## config.mk

```make
export PLATFORM = sky130hd
export DESIGN_NAME = render_rect_control_flat
export DESIGN_NICKNAME = d
export VERILOG_FILES = /design/src/rtl/render_rect_control_if.sv /design/src/rtl/render_rect_control.sv /design/src/flat_wrapper.sv
export SDC_FILE = /design/constraint.sdc
export NUM_CORES = 1
export LEC_CHECK = 0
export CORE_ASPECT_RATIO = 1.1
export CORE_UTILIZATION = 45
export DETAILED_ROUTE_END_ITERATION = 16
export PLACE_DENSITY = 0.81
export SYNTH_ARGS = -nofsm -noshare
export SYNTH_HDL_FRONTEND = slang
export SYNTH_SLANG_ARGS = --single-unit
```

## constraint.sdc

```tcl
create_clock -name clk -period 4.8 [get_ports clk]
set_clock_uncertainty 0.2 [all_clocks]
set_input_delay 0.48 -clock clk [delete_from_list [all_inputs] [get_ports clk]]
set_output_delay 0.48 -clock clk [all_outputs]
set_load 0.03 [all_outputs]
```

## src/rtl/render_rect_control_if.sv

```systemverilog
// Requester-side handshake bundle for render_rect_control: two
// valid/ready request channels, each carrying a rectangle's x, y and colour.
interface render_rect_control_if #(
    parameter int CW = 3
);
    logic          req0_valid;
    logic [6:0]    req0_x;
    logic [6:0]    req0_y;
    logic [CW-1:0] req0_colour;
    logic          req0_ready;

    logic          req1_valid;
    logic [6:0]    req1_x;
    logic [6:0]    req1_y;
    logic [CW-1:0] req1_colour;
    logic          req1_ready;

    modport master (
        output req0_valid, req0_x, req0_y, req0_colour,
        output req1_valid, req1_x, req1_y, req1_colour,
        input  req0_ready, req1_ready
    );

    modport slave (
        input  req0_valid, req0_x, req0_y, req0_colour,
        input  req1_valid, req1_x, req1_y, req1_colour,
        output req0_ready, req1_ready
    );
endinterface

```

## src/rtl/render_rect_control.sv

```systemverilog
// Rectangle render sequencer: round-robin arbiter over two requesters, then
// drives the datapath load strobes and holds start_count for PIXELS cycles.
module render_rect_control #(
    parameter int PIXELS = 16,
    parameter int CW     = 3
) (
    input  logic                  clk,
    input  logic                  resetn,
    render_rect_control_if.slave  req,
    output logic [6:0]            data_in,
    output logic                  ld_x,
    output logic                  ld_y,
    output logic                  start_count,
    output logic [CW-1:0]         colour,
    output logic                  busy,
    output logic                  done,
    output logic                  grant
);
    localparam logic [2:0] IDLE   = 3'd0;
    localparam logic [2:0] LOAD_X = 3'd1;
    localparam logic [2:0] LOAD_Y = 3'd2;
    localparam logic [2:0] DRAW   = 3'd3;
    localparam logic [2:0] DONE   = 3'd4;

    localparam logic [7:0] LAST_PIXEL = 8'(PIXELS - 1);

    logic [2:0]    state;
    logic [7:0]    count;
    logic          last_served;
    logic [6:0]    cap_x;
    logic [6:0]    cap_y;
    logic [CW-1:0] cap_colour;

    logic any_valid;
    logic winner;
    logic accept;

    // Arbitration: a lone requester wins; on a tie the one not served last wins.
    // resetn gates accept so ready is low immediately while reset is held.
    always_comb begin
        any_valid = req.req0_valid | req.req1_valid;
        winner    = (req.req0_valid && req.req1_valid) ? ~last_served : req.req1_valid;
        accept    = resetn && (state == IDLE) && any_valid;
    end

    assign req.req0_ready = accept && !winner;
    assign req.req1_ready = accept &&  winner;

    // Control state: FSM, draw counter, round-robin pointer and grant.
    always_ff @(posedge clk or negedge resetn) begin
        if (!resetn) begin
            state       <= IDLE;
            count       <= 8'd0;
            last_served <= 1'b1;
            grant       <= 1'b0;
        end else begin
            case (state)
                IDLE: begin
                    if (accept) begin
                        state       <= LOAD_X;
                        last_served <= winner;
                        grant       <= winner;
                    end
                end
                LOAD_X: state <= LOAD_Y;
                LOAD_Y: begin
                    state <= DRAW;
                    count <= 8'd0;
                end
                DRAW: begin
                    if (count == LAST_PIXEL) begin
                        state <= DONE;
                        count <= 8'd0;
                    end else begin
                        count <= count + 8'd1;
                    end
                end
                DONE:    state <= IDLE;
                default: state <= IDLE;
            endcase
        end
    end

    // Payload capture on accept; outputs gate it by state, so it needs no reset.
    always_ff @(posedge clk) begin
        if (accept) begin
            cap_x      <= winner ? req.req1_x      : req.req0_x;
            cap_y      <= winner ? req.req1_y      : req.req0_y;
            cap_colour <= winner ? req.req1_colour : req.req0_colour;
        end
    end

    // Datapath strobes and status decoded from registered state only.
    always_comb begin
        data_in     = 7'd0;
        ld_x        = 1'b0;
        ld_y        = 1'b0;
        start_count = 1'b0;
        done        = 1'b0;
        busy        = (state != IDLE);
        colour      = (state != IDLE) ? cap_colour : '0;
        case (state)
            LOAD_X: begin
                data_in = cap_x;
                ld_x    = 1'b1;
            end
            LOAD_Y: begin
                data_in = cap_y;
                ld_y    = 1'b1;
            end
            DRAW:    start_count = 1'b1;
            DONE:    done        = 1'b1;
            default: ;
        endcase
    end
endmodule

```

## src/flat_wrapper.sv

```systemverilog
// flat-port wrapper written by rule: the top's interface ports become plain ports
module render_rect_control_flat 
#(
    parameter int PIXELS = 16,
    parameter int CW     = 3
)
  (clk, resetn, data_in, ld_x, ld_y, start_count, colour, busy, done, grant, req_req0_valid, req_req0_x, req_req0_y, req_req0_colour, req_req1_valid, req_req1_x, req_req1_y, req_req1_colour, req_req0_ready, req_req1_ready);
  render_rect_control_if #(.CW(CW)) req_i ();
  input  logic clk;
  input  logic resetn;
  output logic [6:0] data_in;
  output logic ld_x;
  output logic ld_y;
  output logic start_count;
  output logic [CW-1:0] colour;
  output logic busy;
  output logic done;
  output logic grant;
  input wire logic [$bits(req_i.req0_valid)-1:0] req_req0_valid;
  input wire logic [$bits(req_i.req0_x)-1:0] req_req0_x;
  input wire logic [$bits(req_i.req0_y)-1:0] req_req0_y;
  input wire logic [$bits(req_i.req0_colour)-1:0] req_req0_colour;
  input wire logic [$bits(req_i.req1_valid)-1:0] req_req1_valid;
  input wire logic [$bits(req_i.req1_x)-1:0] req_req1_x;
  input wire logic [$bits(req_i.req1_y)-1:0] req_req1_y;
  input wire logic [$bits(req_i.req1_colour)-1:0] req_req1_colour;
  output wire logic [$bits(req_i.req0_ready)-1:0] req_req0_ready;
  output wire logic [$bits(req_i.req1_ready)-1:0] req_req1_ready;
  assign req_i.req0_valid = req_req0_valid;
  assign req_i.req0_x = req_req0_x;
  assign req_i.req0_y = req_req0_y;
  assign req_i.req0_colour = req_req0_colour;
  assign req_i.req1_valid = req_req1_valid;
  assign req_i.req1_x = req_req1_x;
  assign req_i.req1_y = req_req1_y;
  assign req_i.req1_colour = req_req1_colour;
  assign req_req0_ready = req_i.req0_ready;
  assign req_req1_ready = req_i.req1_ready;
  render_rect_control #(.PIXELS(PIXELS), .CW(CW)) u_core (.clk(clk), .resetn(resetn), .req(req_i), .data_in(data_in), .ld_x(ld_x), .ld_y(ld_y), .start_count(start_count), .colour(colour), .busy(busy), .done(done), .grant(grant));
endmodule
```

# Word level (Yosys, flattened, before mapping)

Cells that the tools add are included.

Bits in writable memories: 0
Bits of input ports: 38
Memories kept: 0
ROM bits: 0
Register bits: 30
Latch bits: 0

Add/subtract/negate cells: 1
$mul: 0
Shifts and indexed selects: 0
Equal/unequal tests: 7
Mux-type cells: 15
Bitwise logic cells: 2
Divide/modulo/power cells: 0
Magnitude comparators: 0
Reductions and logical operators: 11

Operator list:

| kind                                                             | number |
|---|---|
| 8-bit case mux with 2 select lines                               | 1 |
| 7-bit 2-to-1 mux                                                 | 2 |
| 7-bit case mux with 2 select lines                               | 1 |
| 3-bit 2-to-1 mux                                                 | 4 |
| 3-bit case mux with 4 select lines                               | 1 |
| 8-bit by 1-bit adder with 8-bit output (second input constant)   | 1 |
| 8-bit by 4-bit == test with 1-bit output (second input constant) | 1 |
| 8-bit 2-to-1 mux                                                 | 1 |
| 3-bit by 2-bit == test with 1-bit output (second input constant) | 2 |
| 1-bit logical AND                                                | 5 |
| 1-bit 2-to-1 mux                                                 | 5 |
| 2-bit by 1-bit != test with 1-bit output (second input constant) | 2 |
| 2-bit AND reduction                                              | 2 |
| 3-bit by 1-bit == test with 1-bit output (second input constant) | 1 |
| 3-bit == test (second input constant)                            | 1 |
| 3-bit logical NOT                                                | 1 |
| 3-bit nonzero test                                               | 1 |
| 2-bit nonzero test                                               | 1 |
| 1-bit logical NOT                                                | 1 |
| 1-bit NOT                                                        | 1 |
| 1-bit bitwise OR                                                 | 1 |

# Depth between registers and ports, before layout

Gate-level depths: netlist of run 1.

Depth after elaboration: 5
Gate-level depth with buffers: 6

# Worst setup path before layout of run 1

Ideal clock, no wire load.

Path type: register to output
Start: register u_core.state[0]
End: output port data_in[0]
Data arrival time: 1588 ps
Stages on the path, launching flop included: 4
Setup slack: 2532 ps
Buffers on the path: 1
Path through: dfrtp_1 buf_2 nor3b_2 a22o_1

Word-level cells in the longest chain between the ends: 2
Elaborated cells between the ends (all ways): 3
Classes of those cells: 2 x eq/ne; 1 x mux

Ends and longest elaborated chain:

| element                                                                                                     | line                       | source |
|---|---|---|
| from (decl)                                                                                                 | render_rect_control.sv:27  | `logic [2:0] state;` |
| from (signal assigned)                                                                                      | render_rect_control.sv:52  | `state <= IDLE;` |
| from (signal assigned)                                                                                      | render_rect_control.sv:60  | `state <= LOAD_X;` |
| from (signal assigned)                                                                                      | render_rect_control.sv:65  | `LOAD_X: state <= LOAD_Y;` |
| 3-bit by 2-bit == test with 1-bit output / 3-bit by 1-bit == test with 1-bit output (equally long branches) | render_rect_control.sv:102 | `case (state)` |
| 7-bit case mux with 2 select lines *                                                                        | render_rect_control.sv:102 |  |
| to (decl)                                                                                                   | flat_wrapper.sv:11         | `output logic [6:0] data_in;` |

Every way passes the cells marked *; elsewhere a longest branch is shown, timed or not.

# Worst setup path in the final report of run 1

Start: register u_core.state[2]
End: output port data_in[1]

The elaborated chain is that of the path after synthesis.

==> results of run 1 <==
[registers in the layout, summed over array words and instances (netlist names)]
name / cells
u_core.count: 8
u_core.state: 3
u_core.cap_colour: 3
u_core.cap_x: 7
u_core.last_served: 1
u_core.cap_y: 7
u_core.grant: 1
[synth_stat cells, drive strengths merged, types with 2 or more instances]
cell type,count
a21o,4
a22o,9
and3,3
buf,6
dfrtp,12
edfxtp,17
inv,2
mux2,17
nand2,9
nand3,5
nor2,3
nor2b,4
nor3b,3
o21a,2
o21ai,5
or4,2
[report_power, final]
| group | internal (mW) | switching (mW) | total, mW |
|---|---|---|---|
| Sequential | 0.338 | 0.0536 | 0.392 |
| Clock | 0.0583 | 0.0773 | 0.136 |
| Combinational | 0.256 | 0.325 | 0.582 |
| Total | 0.652 | 0.456 | 1.11 |
[routing by layer]
layer,part of all wire (%),vias up,global-route usage [%]
met4,1.1,0,7.32
li1,-,563,-
met5,0,-,0
met2,51,47,34.6
met3,8.0,4,6.16
met1,40,530,22.6
[worst register-to-register path, cell delays in order, from the launching register on]
cell and delay [ps]:
dfrtp_1 500, nor3_2 350, o211ai_1 250, inv_2 350
[worst max path at each step]
| stage | slack, ps | cells after the start | to |
|---|---|---|---|
| 3_5_place_dp | 1830 | 5 | req_req1_ready |
| 4_1_cts | 1730 | 4 | data_in[1] |
| 3_3_place_gp | 1870 | 5 | req_req1_ready |
| 5_1_grt | 1600 | 4 | data_in[1] |
| 2_1_floorplan | 2530 | 3 | data_in[0] |
| 6_report | 1730 | 4 | data_in[1] |
[logic make-up (layout without fill, tap and decap cells)]
group / after synthesis / after routing / synth area share (%)
muxes: 18 / 18 / 13.1
DFF: 30 / 30 / 54.6
AOI/OAI and AO/OA: 27 / 27 / 14.3
buffers and inverters: 9 / 67 / 3.67
and+or+nand+nor: 34 / 34 / 13.5
adders and majority gates: 1 / 1 / 0.816
[final cells by class]
type | instances | area (um2) | area share, %
inverters | 2 | 7.51 | 0.350
well taps | 34 | 42.5 | 1.98
repair buffers | 57 | 566 | 26.4
multi-input cells | 80 | 643 | 30.0
flip-flops and latches | 30 | 837 | 39.0
clock buffers | 8 | 48.8 | 2.28
==> out/qor.yml, run 1 <==
status: "finished, final reports clean"
place_congestion: 0.786
fin_area_um2: 2140
ys_seq_area_share_pct: 54.6
ys_seq_elements: 30
syn_nets: 158
grt_max_degree: 20
start_util_pct: 48.6
cts_resized: 0
wl_per_cell_um: 15.3
insertion_delay_ps: 310
r2r-start: "u_core.state[0]"
max_slew_margin_pct: 63.8
vias: 1144
arrival_ps: 2390
avgViaCountPerCell: 5.42
synth.cell_area_um2: 1530
dp_slack_ps: 1830
htreeDepth: 2
cp_top_family: "simple AND/OR/NAND/NOR gates"
criticalPathCategory: "reg -> out"
drc_errors: 0
postCtsSetupBuffers: 0
clk_pin_slew_worst_paths_ps: 90
peakVddDrop_mv: 0.252
final_cells: 211
synth.top_cells.by_area: "edfxtp_1 (33%), dfrtp_1 (20%), mux2_1 (10%)"
end_kind: "output port"
dp_hpwl_mm: 2.49
path_cells: "nand2b_1, nor2_2, a22o_1, clkdlybuf4s50_1"
hold_path_class: "in -> async"
slew_viol_final: 0
placement.io_buffers: 55
grt_pass1_vias: 1211
layout_setup_ws_ps: 1730
cts_tree: "yes"
maxCapViolCount: 0
r2r_end: "u_core.cap_x[3]"
row_count: 21
netlist.area_leader.share_pct: 33.3
ys_dominant_reg_cell: "edfxtp_1"
period_minus_slack_ps: 3070
layout_common_cells: "clkdlybuf4s50_1 (55), edfxtp_1 (17), mux2_1 (14), dfrtp_1 (12)"
rsz0062_at_grt: "false"
synth-edff-count: 17
dieArea_um2: 3640
final_core_util_pct: 68.0
startpoint_type: "flop"
synthCells: 119
post-route-period-util_pct: 63.9
dp_cells: 203
critPathRequiredTime_ps: 4120
total_leakage_power_nw: 0.839
path_max_fanout: 9
hold_slack_ps: 279
drt-pass1-iter-count: 4
grt.total_usage_pct: 19.9
syn2layout_area_growth_pct: 39.9
synth_top_cell_by_area: "edfxtp_1"
finalWirelength_mm: 3.22
max_freq_mhz: 326
die_w_um: 57.6
drt_iter0_markers: 30
grt-ovfl-total: 0
max_stage_delay_ps: 690
grt_pass1_wl_mm: 5.41
tightest_slew_ps: 540
power_density_nw_per_um2: 517
path_buf_inv: 1
grt_antenna_before_repair: 0
tns_ps: 0
setup_viol: 0
ff2ff_setup_slack_ps: 2800
ys_types: 43
ys_warn_count: 0
placed_area_um2: 2100
postRouteAntennaNets: 0
slowest_stage: "clkdlybuf4s50_1"
critPathLaunch: "u_core.state[2]"
cts_max_path_buffers: 2
core_area_um2: 3150
syn_avg_cell_area_um2: 12.9
fin_nets: 215
hold_viol: 0
num_antenna_cells: 0
cts_sinks: 30
worstRegToRegCells: 3
power_mw: 1.11
cts_made_buffers: 5
async_flop_share_pct: 43.3
die-height_um: 63.2
ios: 56
ctsHoldBuffers: 0
layout-drive-gt1-share_pct: 11.9
clockRootBuffer: "clkbuf_4"
mostFrequentLayoutCell: "clkdlybuf4s50_1"
num-fill-cells: 243
No activity file was read; power rests on OpenSTA's default activity.
==> run 2: changes to the inputs <==
CORE_UTILIZATION = 44   (was 45)
PLACE_DENSITY = 0.79   (was 0.81)
clock period = 3.2 ns   (was 4.8 ns; I/O delays follow)
==> run 2 against run 1 <==
Against the previous run:
- die area grew 2.2%
- utilization fell by 2.7 points
- flip-flop and latch count unchanged
- worst hold slack got worse by 73 ps
- global-route usage rose by 1.6 points
- register-to-register slack worse by 1600 ps
- non-clock buffer count stayed put
- critical path depth is the same
- critical path type unchanged
==> out/qor.yml, run 2 (synthesized netlist as in run 1, its figures left out) <==
status: "finished, final reports clean"
path_max_fanout: 9
total_leakage_power_nw: 0.853
top_regs: "u_core.count (8), u_core.cap_x (7), u_core.cap_y (7)"
layout-drive-gt1-share_pct: 13.0
arrival_ps: 2370
max_freq_mhz: 346
r2r-start: "u_core.state[0]"
largest_register_ffs: 8
hold_viol: 0
tns_ps: 0
mostFrequentLayoutCell: "clkdlybuf4s50_1"
end_kind: "output port"
tightest_slew_ps: 552
core_area_um2: 3330
rsz0062_at_grt: "false"
dieArea_um2: 3720
grt_antenna_before_repair: 0
criticalPathCategory: "reg -> out"
cts_sinks: 30
grt_pass1_vias: 1286
layout_common_cells: "clkdlybuf4s50_1 (54), edfxtp_1 (17), mux2_1 (14), dfrtp_1 (12)"
placement.io_buffers: 55
cp-endpoint: "data_in[6]"
clk_pin_slew_worst_paths_ps: 100
row_count: 22
final_cells: 225
critPathLaunch: "u_core.state[2]"
post-route-period-util_pct: 90.2
r2r_end: "u_core.cap_y[4]"
place_congestion: 0.806
num_antenna_cells: 0
grt_max_degree: 19
avgViaCountPerCell: 5.23
htreeDepth: 2
maxCapViolCount: 0
drc_errors: 0
grt_pass1_wl_mm: 5.89
ctsHoldBuffers: 0
start_util_pct: 46.0
insertion_delay_ps: 330
startpoint_type: "flop"
syn2layout_area_growth_pct: 42.0
period_minus_slack_ps: 2890
die_w_um: 58.3
finalWirelength_mm: 3.35
final_core_util_pct: 65.3
ios: 56
dp_hpwl_mm: 2.51
hold_path_class: "in -> async"
grt.total_usage_pct: 21.6
postRouteAntennaNets: 0
cts_made_buffers: 5
max_slew_margin_pct: 63.1
grt-ovfl-total: 0
die-height_um: 63.9
wl_per_cell_um: 14.9
setup_viol: 0
fin_nets: 215
postCtsSetupBuffers: 0
drt_iter0_markers: 49
power_density_nw_per_um2: 787
drt-pass1-iter-count: 4
cts_resized: 0
vias: 1176
ff2ff_setup_slack_ps: 1170
dp_cells: 217
largest_register: "u_core.count"
clockRootBuffer: "clkbuf_4"
slew_viol_final: 0
worstRegToRegCells: 3
cts_max_path_buffers: 2
peakVddDrop_mv: 0.372
critPathRequiredTime_ps: 2680
cts_tree: "yes"
[run 2: changes by cell type in the layout (fill, tap and decap cells not counted), sizes merged]
cell / delta
clkdlybuf4s50: -1
clkinv: +1
buf: +1
clkbuf: -1
[run 2: worst min-delay path by stage]
stage	startpoint	to	slack [ps]	cells after the start
after detailed placement	u_core.grant	u_core.grant	290	1
after global routing	resetn	u_core.grant	220	2
after floorplan	resetn	u_core.count[0]	-180	0
after global placement	u_core.count[0]	u_core.count[0]	290	1
after CTS	resetn	u_core.count[3]	200	2
final	resetn	u_core.count[3]	210	2
[run 2: through the flow]
step | worst slack (ps) | hold slack, ps | cell area, um2 | power, mW
floorplan | 1090 | -176 | 1530 | 1.17
global placement | 688 | 286 | 2110 | 1.45
detailed placement | 662 | 286 | 2110 | 1.47
CTS | 271 | 200 | 2180 | 1.73
global route | 172 | 216 | 2180 | 1.80
finish | 313 | 206 | 2180 | 1.71
[run 2: layout make-up]
type / instances / area (um2)
clock inverter: 1 / 3.75
timing repair buffer: 57 / 563
clock buffer: 7 / 65.1
fill: 267 / 1150
inverter: 2 / 7.51
tap: 48 / 60.1
sequential: 30 / 837
multi-input combinational: 80 / 639
[run 2: worst max-delay path, cell delays in order (launching register included)]
cell             delay, ps
dfrtp_1                470
nand2b_1               330
nor2_2                 360
a22o_1                 200
clkdlybuf4s50_1        680
[run 2: layer usage]
metal,vias up,share of wire (%),track usage [%]
li1,561,-,-
met1,566,42,25.0
met2,44,50,35.6
met3,5,6.3,8.30
met4,0,1.6,8.33
met5,-,0,0
[run 2: power by group]
part,switching (mW),internal [mW]
Combinational,0.489,0.382
Clock,0.132,0.126
Sequential,0.0770,0.507
==> run 3: changes to the inputs <==
ABC_AREA = 0   (was unset)
CELL_PAD_IN_SITES_DETAIL_PLACEMENT = 1   (was unset)
CELL_PAD_IN_SITES_GLOBAL_PLACEMENT = 2   (was unset)
CORE_UTILIZATION = 28   (was 44)
PLACE_DENSITY = unset   (was 0.79)
PLACE_DENSITY_LB_ADDON = 0.1   (was unset)
==> run 3 against run 2 <==
Against the previous run:
- global-route usage is 6.3 points lower
- largest power group unchanged
- critical endpoint is now data_in[0]
- sequential power rose by 2%
- combinational power up 0.7%
==> out/qor.yml, run 3 (synthesized netlist as in run 1, its figures left out) <==
vias: 1187
critPathLaunch: "u_core.state[0]"
slowest_stage: "clkdlybuf4s50_1"
die-height_um: 79.6
startpoint_type: "flop"
cts_max_path_buffers: 2
post-route-period-util_pct: 91.1
end_kind: "output port"
ios: 56
clockRootBuffer: "clkbuf_8"
largest_register_ffs: 8
grt.total_usage_pct: 15.2
max_slew_margin_pct: 58.8
grt_max_degree: 19
num_antenna_cells: 0
dieArea_um2: 5770
period_minus_slack_ps: 2920
grt_antenna_before_repair: 0
path_cells: "nor3b_2, a22o_1, clkdlybuf4s50_1"
avgViaCountPerCell: 4.77
drt_iter0_markers: 44
insertion_delay_ps: 270
grt_pass1_vias: 1299
worstRegToRegCells: 3
ff2ff_setup_slack_ps: 1100
peakVddDrop_mv: 0.347
cts_tree: "yes"
syn2layout_area_growth_pct: 45.1
criticalPathCategory: "reg -> out"
hold_path_class: "reg -> reg"
setup_viol: 0
start_util_pct: 29.8
tightest_slew_ps: 616
status: "finished, final reports clean"
path_max_fanout: 11
cp_top_family: "buffers and inverters"
ctsHoldBuffers: 0
cts_made_buffers: 5
die_w_um: 72.5
critPathRequiredTime_ps: 2680
grt-ovfl-total: 0
tns_ps: 0
maxCapViolCount: 0
power_mw: 1.75
mostFrequentLayoutCell: "clkdlybuf4s50_1"
rsz0062_at_grt: "false"
postCtsSetupBuffers: 0
grt_pass1_wl_mm: 6.47
postRouteAntennaNets: 0
seqPwrFrac_pct: 33.8
r2r-start: "u_core.state[0]"
power.internal_mw: 1.05
slew_viol_final: 0
fin_nets: 215
cts_sinks: 30
p_switching_uw: 708
total_leakage_power_nw: 0.852
clk_pin_slew_worst_paths_ps: 60
cts_resized: 0
path_buf_inv: 1
drt-pass1-iter-count: 4
critical_path_depth: 3
power_density_nw_per_um2: 789
core_area_um2: 5130
place_congestion: 0.744
r2r_end: "u_core.cap_y[4]"
placement.io_buffers: 55
sw_frac_of_total_pct: 40.3
layout_common_cells: "clkdlybuf4s50_1 (55), edfxtp_1 (17), mux2_1 (14), dfrtp_1 (12)"
htreeDepth: 2
max_stage_delay_ps: 670
num-fill-cells: 567
dp_hpwl_mm: 3.03
power_frac_clock_pct: 16.2
top_regs: "u_core.count (8), u_core.cap_x (7), u_core.cap_y (7)"
power_frac_comb_pct: 50.0
row_count: 27
drc_errors: 0
layout-drive-gt1-share_pct: 11.9
finalWirelength_mm: 3.96
hold_viol: 0
arrival_ps: 2400
max_freq_mhz: 343
largest_register: "u_core.count"
cp-endpoint: "data_in[0]"
hold_slack_ps: 278
wl_per_cell_um: 15.9
-- run 3: cell types whose count changed in the layout (fill, tap and decap cells not counted) --
cell and delta:
a21boi_2 +1, clkbuf_1 +3, clkinv_1 -1, clkbuf_4 -5, clkbuf_8 +3, buf_4 -1
a21boi_1 -1, clkdlybuf4s50_1 +1
-- run 3: cell type report --
type,instances,area (um2),share of cell area (%)
Clock buffer,8,80.1,3.60
Inverter,2,7.51,0.338
Multi-Input combinational cell,80,643,28.9
Sequential cell,30,837,37.6
Tap cell,72,90.1,4.05
Timing Repair Buffer,57,566,25.4
-- run 3: power by group through the flow --
stage | logic (mW) | registers (mW) | clock network (mW)
after floorplan | 0.615 | 0.553 | 0
after detailed placement | 0.888 | 0.601 | 0
final | 0.877 | 0.594 | 0.284
after global placement | 0.880 | 0.594 | 0
after CTS | 0.892 | 0.595 | 0.298
after global routing | 0.946 | 0.606 | 0.306
-- run 3: worst min-delay path by stage --
stage | start | end | slack (ps) | cells after the start
2_1_floorplan | resetn | u_core.count[0] | -180 | 0
3_3_place_gp | u_core.grant | u_core.grant | 260 | 1
3_5_place_dp | u_core.grant | u_core.grant | 270 | 1
4_1_cts | u_core.grant | u_core.grant | 280 | 1
5_1_grt | u_core.grant | u_core.grant | 290 | 1
6_report | u_core.grant | u_core.grant | 280 | 1
-- run 3: metrics by stage --
step           std cells  cell area (um2)  setup slack [ps]  utilization, %
2_1_floorplan        119             1530              1090               -
4_1_cts              249             2220               245            43.3
3_5_place_dp         241             2140               567            41.7
6_report             249             2220               285            43.3
5_1_grt              249             2220               164            43.3
3_3_place_gp         241             2140               612            41.7
-- run 3: per-layer routing --
metal | wire length (um) | part of all wire (%) | up-vias | track usage, %
li1 | - | - | 561 | -
met1 | 1700 | 43 | 575 | 18.1
met2 | 1940 | 49 | 44 | 25.5
met3 | 273 | 6.9 | 7 | 4.92
met4 | 46 | 1.2 | 0 | 5.29
met5 | 0 | 0 | - | 0
